[config.mk]
export PLATFORM = sky130hd
export DESIGN_NAME = biriscv_xu_ctrl
export DESIGN_NICKNAME = d
export VERILOG_FILES = /design/src/rtl/biriscv_xu_ctrl.sv
export SDC_FILE = /design/constraint.sdc
export NUM_CORES = 1
export LEC_CHECK = 0
export BUFFER_PORTS_ARGS = -buffer_cell sky130_fd_sc_hd__buf_2
export CORE_ASPECT_RATIO = 1.4
export CORE_MARGIN = 2
export CORE_UTILIZATION = 45
export CTS_CLUSTER_SIZE = 12
export DETAILED_ROUTE_END_ITERATION = 10
export PLACE_DENSITY = 0.71
export SLEW_MARGIN = 30
export SYNTH_ARGS = -nofsm -noshare
export SYNTH_HDL_FRONTEND = slang
export SYNTH_SLANG_ARGS = --single-unit
[constraint.sdc]
create_clock -name clk_i -period 3.6 [get_ports clk_i]
set_input_delay 0.54 -clock clk_i [delete_from_list [all_inputs] [get_ports clk_i]]
set_output_delay 0.54 -clock clk_i [all_outputs]
set_load 0.005 [all_outputs]
[src/rtl/biriscv_xu_ctrl.sv]
// Tracks outstanding ops of long-latency execution units, flags RAW/WAW hazards on their
// pending rd, and arbitrates unit results onto one register-file write port.
// Optional build macro BIRISCV_XU_BYPASS_EN: zero-latency writeback when the port is idle.
module biriscv_xu_ctrl #(
    parameter  int NUM_UNITS = 2,
    parameter  int DEPTH     = 4,
    parameter  int DATA_W    = 32,
    localparam int UNIT_W    = (NUM_UNITS > 1) ? $clog2(NUM_UNITS) : 1
) (
    input  logic                        clk_i,
    input  logic                        rst_i,
    input  logic                        issue_valid_i,
    input  logic [UNIT_W-1:0]           issue_unit_i,
    input  logic [4:0]                  issue_rd_i,
    output logic                        issue_accept_o,
    input  logic [4:0]                  rs1_i,
    input  logic [4:0]                  rs2_i,
    output logic                        hazard_o,
    input  logic [NUM_UNITS-1:0]        unit_complete_i,
    input  logic [NUM_UNITS*DATA_W-1:0] unit_result_i,
    output logic [NUM_UNITS-1:0]        unit_ack_o,
    output logic                        wb_valid_o,
    output logic [4:0]                  wb_rd_o,
    output logic [DATA_W-1:0]           wb_result_o,
    input  logic                        wb_accept_i,
    output logic                        busy_o
);

    localparam int PTR_W = $clog2(DEPTH);
    localparam int CNT_W = PTR_W + 1;

    typedef logic [4:0] rd_t;

    rd_t                             fifo_rd  [NUM_UNITS][DEPTH];
    logic [PTR_W-1:0]                rd_ptr_q [NUM_UNITS];
    logic [PTR_W-1:0]                wr_ptr_q [NUM_UNITS];
    logic [CNT_W-1:0]                count_q  [NUM_UNITS];
    logic [UNIT_W-1:0]               rr_q;
    logic                            wb_vld_q;
    rd_t                             wb_rd_q;
    logic [DATA_W-1:0]               wb_data_q;

    logic [NUM_UNITS-1:0][DEPTH-1:0] entry_vld;
    logic [PTR_W-1:0]                offs;
    logic                            hazard;
    logic                            waw;
    logic                            issue_full;
    logic [NUM_UNITS-1:0]            cand;
    logic [NUM_UNITS-1:0]            push;
    logic [NUM_UNITS-1:0]            pop;
    logic                            wb_free;
    logic                            gnt_any;
    logic [UNIT_W-1:0]               gnt_idx;
    logic [UNIT_W-1:0]               scan_idx;
    rd_t                             head_rd;
    logic [DATA_W-1:0]               head_data;
    logic                            bypass_take;
    logic                            wb_load;
    logic                            any_pending;

    // An entry is live when its distance from the read pointer is below the count.
    always_comb begin
        // NOTE: every combinational output gets a default first so no latch is inferred.
        entry_vld = '0;
        offs      = '0;
        for (int u = 0; u < NUM_UNITS; u++) begin
            for (int i = 0; i < DEPTH; i++) begin
                offs = PTR_W'(i) - rd_ptr_q[u];
                entry_vld[u][i] = ({1'b0, offs} < count_q[u]);
            end
        end
    end

    always_comb begin
        hazard = 1'b0;
        waw    = 1'b0;
        for (int u = 0; u < NUM_UNITS; u++) begin
            for (int i = 0; i < DEPTH; i++) begin
                if (entry_vld[u][i]) begin
                    if ((rs1_i != '0 && fifo_rd[u][i] == rs1_i) ||
                        (rs2_i != '0 && fifo_rd[u][i] == rs2_i))
                        hazard = 1'b1;
                    if (UNIT_W'(u) != issue_unit_i && fifo_rd[u][i] == issue_rd_i)
                        waw = 1'b1;
                end
            end
        end
        if (wb_vld_q) begin
            if ((rs1_i != '0 && wb_rd_q == rs1_i) || (rs2_i != '0 && wb_rd_q == rs2_i))
                hazard = 1'b1;
            if (wb_rd_q == issue_rd_i)
                waw = 1'b1;
        end
        if (issue_rd_i == '0)
            waw = 1'b0;
    end

    // Full test uses the registered count, so a same-cycle pop never frees a slot.
    assign issue_full     = (count_q[issue_unit_i] == CNT_W'(DEPTH));
    assign issue_accept_o = ~rst_i & issue_valid_i & ~issue_full & ~waw;
    assign hazard_o       = hazard;
    assign wb_free        = ~wb_vld_q | wb_accept_i;

    always_comb begin
        push = '0;
        cand = '0;
        for (int u = 0; u < NUM_UNITS; u++) begin
            push[u] = issue_accept_o & (issue_unit_i == UNIT_W'(u));
            cand[u] = unit_complete_i[u] & (count_q[u] != '0) & wb_free;
        end
    end

    // Round-robin scan starting at the unit after the last winner.
    always_comb begin
        gnt_any  = 1'b0;
        gnt_idx  = '0;
        scan_idx = '0;
        for (int k = 0; k < NUM_UNITS; k++) begin
            scan_idx = UNIT_W'((int'(rr_q) + k) % NUM_UNITS);
            if (!gnt_any && cand[scan_idx]) begin
                gnt_any = 1'b1;
                gnt_idx = scan_idx;
            end
        end
    end

    always_comb begin
        pop       = '0;
        head_rd   = '0;
        head_data = '0;
        for (int u = 0; u < NUM_UNITS; u++) begin
            if (gnt_any && gnt_idx == UNIT_W'(u)) begin
                pop[u]    = 1'b1;
                head_rd   = fifo_rd[u][rd_ptr_q[u]];
                head_data = unit_result_i[u*DATA_W +: DATA_W];
            end
        end
    end

    assign unit_ack_o = pop;

`ifdef BIRISCV_XU_BYPASS_EN
    assign bypass_take = gnt_any & (head_rd != '0) & ~wb_vld_q & wb_accept_i;
`else
    assign bypass_take = 1'b0;
`endif

    // Discard heads (rd=0) are popped and acked but never reach the write port.
    assign wb_load     = gnt_any & (head_rd != '0) & ~bypass_take;
    assign wb_valid_o  = wb_vld_q | bypass_take;
    assign wb_rd_o     = bypass_take ? head_rd : wb_rd_q;
    assign wb_result_o = bypass_take ? head_data : wb_data_q;

    always_comb begin
        any_pending = 1'b0;
        for (int u = 0; u < NUM_UNITS; u++)
            if (count_q[u] != '0)
                any_pending = 1'b1;
    end

    assign busy_o = any_pending | wb_valid_o;

    always_ff @(posedge clk_i or posedge rst_i) begin
        // NOTE: sequential state uses non-blocking assignments so every flop samples pre-edge values.
        if (rst_i) begin
            for (int u = 0; u < NUM_UNITS; u++) begin
                rd_ptr_q[u] <= '0;
                wr_ptr_q[u] <= '0;
                count_q[u]  <= '0;
            end
            rr_q      <= '0;
            wb_vld_q  <= 1'b0;
            wb_rd_q   <= '0;
            wb_data_q <= '0;
        end else begin
            for (int u = 0; u < NUM_UNITS; u++) begin
                if (push[u])
                    wr_ptr_q[u] <= wr_ptr_q[u] + 1'b1;
                if (pop[u])
                    rd_ptr_q[u] <= rd_ptr_q[u] + 1'b1;
                count_q[u] <= count_q[u] + CNT_W'(push[u]) - CNT_W'(pop[u]);
            end
            if (gnt_any)
                rr_q <= (gnt_idx == UNIT_W'(NUM_UNITS - 1)) ? '0 : gnt_idx + 1'b1;
            if (wb_load) begin
                wb_vld_q  <= 1'b1;
                wb_rd_q   <= head_rd;
                wb_data_q <= head_data;
            end else if (wb_accept_i) begin
                wb_vld_q  <= 1'b0;
            end
        end
    end

    // NOTE: tag storage is not reset; liveness comes only from the reset pointers and counts.
    always_ff @(posedge clk_i) begin
        for (int u = 0; u < NUM_UNITS; u++)
            if (push[u])
                fifo_rd[u][wr_ptr_q[u]] <= issue_rd_i;
    end

endmodule

* Yosys cells after proc, flatten, opt, wreduce, memory -nomap -nowiden *
Memories as Yosys holds them, arrays and structs flattened.
Index checks and enable logic that the tools add are counted.

storage, ports and cells
  memories kept = 1
  register bits after elaboration = 53
  output and inout bits = 43
  input port bits = 86
  word-level logic and storage cells = 222
  RAM bits = 40

memories
  memory   words  width  rd ports  clocked after memory_dff  write ports  RTL line  source
  fifo_rd  2      20     2         0                         1            34        rd_t fifo_rd [NUM_UNITS][DEPTH];

operators by class
  magnitude comparators = 17
  add/subtract/negate cells = 18
  mux-type cells = 76
  equality and inequality tests = 28
  bitwise gates (word level) = 23
  reduce and logical (&&, ||, !) cells = 49

operators by type and width
  cell                                                                   number
  5-bit == test                                                          27
  20-bit 2-to-1 mux                                                      4
  32-bit 2-to-1 mux                                                      2
  1-bit 2-to-1 mux                                                       55
  5-bit 2-to-1 mux                                                       8
  1-bit logical AND                                                      31
  2-bit by 3-bit < comparator with 1-bit output                          8
  5-bit binary-select mux with 2-bit select                              2
  5-bit demux with 2-bit select                                          2
  20-bit OR reduction                                                    1
  5-bit nonzero test                                                     3
  3-bit >= comparator (second input constant)                            4
  2-bit inverter with 3-bit output                                       4
  1-bit bitwise AND                                                      10
  1-bit logical OR                                                       9
  3-bit 2-to-1 mux                                                       3
  2-bit by 1-bit adder with 2-bit output (second input constant)         4
  1-bit by 2-bit subtractor with 2-bit output (first input constant)     4
  2-bit subtractor (first input constant)                                4
  3-bit by 1-bit adder with 3-bit output                                 2
  3-bit by 1-bit < comparator with 1-bit output (second input constant)  2
  1-bit inverter                                                         6
  3-bit nonzero test                                                     2
  3-bit by 1-bit subtractor with 3-bit output                            2
  other kinds (9)                                                        12

* Depth between registers and ports, before layout *
An unclocked memory read counts as a cell.

  word-level depth = 29
  depth in mapped cells = 16
  depth with buffers taken out = 15

* Worst setup path before layout *
OpenSTA, ideal clock, no wires.

  kind = reg2reg
  from = reg rd_ptr_q[3] in the netlist's numbering
  to = reg count_q[2] in the netlist's numbering
  setup time = 0.123 ns
  stages on the path, launching flop included = 17
  arrival = 3.059 ns
  buffers on the path = 1
  data required time = 3.477 ns
  clock period less this slack = 3.182 ns
  slack = 0.418 ns
  cells stage by stage = dfrtp_1 -> clkbuf_1 -> xnor2_1 -> inv_1 -> ha_1 -> a21oi_1 -> o211ai_1 -> and3_1 -> a21oi_1 -> nand2b_1 -> ha_1 -> inv_1 -> ha_1 -> inv_1 -> fa_1 -> xnor2_1 -> xnor2_1

on the way
  word-level cells in the longest chain between the ends = 25
  elaborated cells between the ends (all ways) = 31
  those cells by class = add/sub (6); order compare (4); mux (18); bitwise (3)

ends and longest elaborated chain
  item                                             RTL line  source
  start: declaration                               35        logic [PTR_W-1:0] rd_ptr_q [NUM_UNITS];
  start signal: indexed assignment                 180       rd_ptr_q[u] <= rd_ptr_q[u] + 1'b1;
  1-bit by 2-bit subtractor with 2-bit output      68        offs = PTR_W'(i) - rd_ptr_q[u];
  2-bit by 3-bit < comparator with 1-bit output    69        entry_vld[u][i] = ({1'b0, offs} < count_q[u]);
  1-bit 2-to-1 mux                                 79        if (entry_vld[u][i]) begin
  1-bit 2-to-1 mux                                 83        if (UNIT_W'(u) != issue_unit_i && fifo_rd[u][i] == issue_rd_i)
  1-bit 2-to-1 mux                                 79
  1-bit 2-to-1 mux                                 83
  1-bit 2-to-1 mux                                 79
  1-bit 2-to-1 mux                                 83
  [... 9 more ...]                                 -
  1-bit 2-to-1 mux                                 91        if (wb_rd_q == issue_rd_i)
  1-bit 2-to-1 mux (*)                             88        if (wb_vld_q) begin
  1-bit 2-to-1 mux (*)                             94        if (issue_rd_i == '0)
  1-bit inverter (*)                               100       assign issue_accept_o = ~rst_i & issue_valid_i & ~issue_full & ~waw;
  1-bit bitwise AND (*)                            100
  1-bit bitwise AND (*)                            108       push[u] = issue_accept_o & (issue_unit_i == UNIT_W'(u));
  3-bit by 1-bit adder with 3-bit output (*)       181       count_q[u] <= count_q[u] + CNT_W'(push[u]) - CNT_W'(pop[u]);
  3-bit by 1-bit subtractor with 3-bit output (*)  181
  end signal: indexed assignment                   181
  end: declaration                                 37        logic [CNT_W-1:0] count_q [NUM_UNITS];

Every way passes the cells marked *; elsewhere a longest branch is shown, timed or not.
A chain may end at the register's enable or synchronous reset.

* Worst setup path in the final report *
Same ends and word-level chain as after synthesis.

==> metrics.csv <==
stage,metric,value,unit
worst_setup_path,WP data required,3.83,ns
sta,final setup margin,0.269,ns
clock_network,CTS buffer count,9,
clock_network,CTS Hold Buffers Added,0,
global_routing,Total Routing Usage GR,22.5,%
worst_setup_path,Worst EP arrival,3.56,ns
pwr,switching share of total power,38.0,%
logic_synthesis,syn avg cell area,11.4,µm²
sta,Setup TNS,0,ns
pwr,pwr dens,668,nW/µm²
clock_network,clock root buffer,clkbuf_16,
placed_design,placed cells,849,
floorplanning,Site Rows,51,
clock_network,clk slew on worst S/H paths,0.07,ns
sta,endpoints failing hold,0,
worst_setup_path,max incr delay on CP,0.42,ns
detailed_routing,Iter 0 DRT Violations,486,
pwr,internal power,3.07,mW
logic_synthesis,number of storage elements in the synthesis netlist,93,
worst_setup_path,"Max FO, Critical Path",5,
sta,RSZ-0062 raised after global routing,false,
finish,Diodes inserted,0,
worst_setup_path,crit path cell chain,"xnor2_1, inv_1, ha_1, a21oi_1, o211ai_1, and3_1, a21oi_2, nand2b_1, ha_1, inv_1, ha_1, inv_1, fa_1, xnor2_1, xnor2_1",
pwr,Peak VDD IR,0.000390,V
global_routing,first-pass GRT wire length,26500,µm
pwr,Gate power share,47.5,%
logic_synthesis,synthesized cell area,6310,µm²
placed_design,Detailed Place HPWL,12900,µm
logic_synthesis,synth top area cells,"dfrtp_1, edfxtp_1, xnor2_1",
clock_network,CTS max path bufs,2,
global_routing,pin count of the biggest net entering global routing,42,
sta,"Setup violations, final",0,
finish,area delta synth->final,17.5,%
detailed_routing,highest routed layer,met4,
logic_synthesis,Main synth FF type,dfrtp_1,
worst_setup_path,Critical Path Source Type,register,
worst_setup_path,WP depth,15,
placed_design,Placement Setup Slack,0.207,ns
detailed_routing,met3 WL,1200,µm
logic_synthesis,Gate Count Post-Synth,552,
logic_synthesis,fraction of registers with async set or reset after synthesis,57.0,%
worst_setup_path,cells on worst reg2reg path,15,
logic_synthesis,"Net Count, Synth",660,
worst_setup_path,CP top delay family,adder cells,
floorplanning,chip height,144,µm
logic_synthesis,sequential share of the synthesized area,40.1,%
global_routing,vias in the first global route,5053,
sta,Layout Skew,0.0101,ns
floorplanning,Ports,129,
floorplanning,Starting Density,45.8,%
pwr,sequential share of power,33.9,%
global_routing,gr ovfl total,0,
detailed_routing,Met1 Wirelength,6400,µm
finish,layout cells sized above 1,31.2,%
clock_network,CTS tree,yes,
sta,fin crit period,3.33,ns
detailed_routing,DR vias/cell,5.72,
sta,pin slew with the least headroom to its limit,0.614,ns
run_status,run status,finished clean,
logic_synthesis,synth unique cells,50,
finish,Post-Layout Cell Count,865,
pwr,Psw,1.88,mW
logic_synthesis,post-synth top area cell,dfrtp_1,
clock_network,H-Tree Depth,3,
worst_setup_path,R2R Setup Slk,0.27,ns
placed_design,PortBufs,128,
min_path,Worst Hold Class,input port to async pin,
detailed_routing,Routed WL per cell,19.3,µm
run,Max Cap Viol,0,
logic_synthesis,number of synthesized flops with an enable pin,40,
sta,FMAX,0.300,GHz
floorplanning,die extent in x,104,µm
detailed_routing,number of remaining DRC errors,0,
clock_network,Worst-Skew Late Latency,0.36,ns
floorplanning,die area,15000,µm²
worst_setup_path,Crit Path Class,register to register,
detailed_routing,ANT nets after route,0,
detailed_routing,metal2 WL,8380,µm
finish,# nets final,783,
floorplanning,total core area,13800,µm²
pwr,leak pwr,3.26,nW
sta,crit share post-route,92.5,%
logic_synthesis,top cell type's share of synthesized area,21.0,%
worst_setup_path,"Buf+Inv Stages, Crit Path",3,
sta,Rel. slew slack,58.0,%
clock_network,clock sinks,93,
global_routing,initial antenna violation count,0,
worst_setup_path,crit end category,register,
placed_design,gpl congestion,1.02,
detailed_routing,vias,4947,
worst_setup_path,CP max-delay cell,dfrtp_1,
detailed_routing,Pre-antenna DRT Iters,5,
sta,Final Max Tran Viols,0,
pwr,power share of the clock group,18.6,%
detailed_routing,final WL,16700,µm
logic_synthesis,Synth Warn #,0,
==> cell usage in the layout, fill, tap and decap left out, types with 10 or more instances in the layout <==
cell type	n
a22o_1	37
buf_2	128
buf_4	18
dfrtp_1	53
edfxtp_1	40
ha_1	20
inv_1	22
mux2_4	25
mux4_2	10
nand2_1	16
nand3_1	23
nor2_1	13
nor3_1	10
nor4_1	19
xnor2_1	77
xor2_1	69
==> power groups by stage <==
| stage | clock network, mW | registers [mW] | logic, mW |
|---|---|---|---|
| 2_1_floorplan | 0 | 1.61 | 1.84 |
| 3_3_place_gp | 0 | 1.67 | 2.26 |
| 3_5_place_dp | 0 | 1.69 | 2.35 |
| 4_1_cts | 0.938 | 1.67 | 2.36 |
| 5_1_grt | 0.983 | 1.72 | 2.58 |
| 6_report | 0.920 | 1.68 | 2.35 |
==> flip-flops by register name, summed over array words and instances, names as in the netlist <==
name,flops
wb_result_o,32
wb_valid_o,1
rd_ptr_q,4
wb_rd_o,5
wr_ptr_q,4
rr_q,1
fifo_rd,40
count_q,6
==> worst register-to-register path: cells and delay by family, from the launching register on <==
family / cells / cell delay [ns]
buffers and inverters: 3 / 0.20
and+or+nand+nor: 2 / 0.44
adders and majority gates: 4 / 0.99
DFF: 1 / 0.42
xor gates and xnor gates: 3 / 0.51
AOI/OAI and AO/OA: 3 / 0.66
==> per-stage QoR <==
stage                     area, µm²  utilization, %  hold slack, ns  power, mW
final                          7410            53.8           0.273       4.95
after global routing           7410            53.8           0.330       5.28
after CTS                      7410            53.7           0.299       4.97
after detailed placement       7120            51.6           0.488       4.04
after global placement         7120            51.6           0.485       3.93
after floorplan                6310               -           0.470       3.45
==> final timing paths <==
| check | from | endpoint |
|---|---|---|
| setup / recovery | rd_ptr_q[3]$_DFFE_PP0P_ | count_q[2]$_DFF_PP0_ |
| hold / removal | rst_i | wr_ptr_q[0]$_DFFE_PP0P_ |
| setup reg to reg | rd_ptr_q[3]$_DFFE_PP0P_ | count_q[2]$_DFF_PP0_ |
| hold reg to reg | wb_result_o[25]$_DFFE_PP0P_ | wb_result_o[25]$_DFFE_PP0P_ |
| max in group asynchronous | rst_i | wb_result_o[26]$_DFFE_PP0P_ |
| min in group clk_i | unit_complete_i[0] | rr_q$_DFFE_PP0P_ |
==> cell type report <==
| type | instances | area [µm²] |
|---|---|---|
| sequential | 93 | 2530 |
| timing repair buffer | 146 | 776 |
| inverter | 23 | 86.3 |
| clock inverter | 7 | 63.8 |
| fill | 1191 | 6370 |
| tap | 185 | 231 |
| multi-input combinational | 402 | 3500 |
| clock buffer | 9 | 225 |
==> layer usage <==
layer | track usage [%] | vias up
met3 | 5.18 | 68
met2 | 39.1 | 250
met1 | 25.9 | 2402
li1 | - | 2227
met5 | 0 | -
met4 | 11.9 | 0
==> cell usage after synthesis, types with 7 or more instances <==
| library cell | number |
|---|---|
| xnor2_1 | 77 |
| xor2_1 | 69 |
| dfrtp_1 | 53 |
| edfxtp_1 | 40 |
| a22o_1 | 37 |
| mux2_4 | 25 |
| inv_1 | 23 |
| nand3_1 | 23 |
| ha_1 | 20 |
| nor4_1 | 19 |
| nand2_1 | 16 |
| clkbuf_1 | 13 |
| nor2_1 | 13 |
| buf_2 | 11 |
| mux4_2 | 10 |
| nor3_1 | 10 |
| a21oi_1 | 9 |
| mux2_2 | 8 |
| nand2b_1 | 8 |
| o21bai_1 | 7 |
==> timing repair <==
item | CTS | global route
buffers inserted | 0 | 0
gates resized for setup | 0 | 1
setup endpoints to repair | 0 | 1
==> logic make-up (layout without fill, tap and decap cells) <==
family	count (synthesis)	after routing	share of synthesized area, %
buffers and inverters	57	185	4.50
muxes	44	44	11.1
xor gates and xnor gates	146	146	20.3
adders and majority gates	22	22	4.60
DFF	93	93	40.1
AOI/OAI and AO/OA	82	82	10.3
and+or+nand+nor	108	108	9.17
Note: power is estimated with default switching activity, not from simulation.
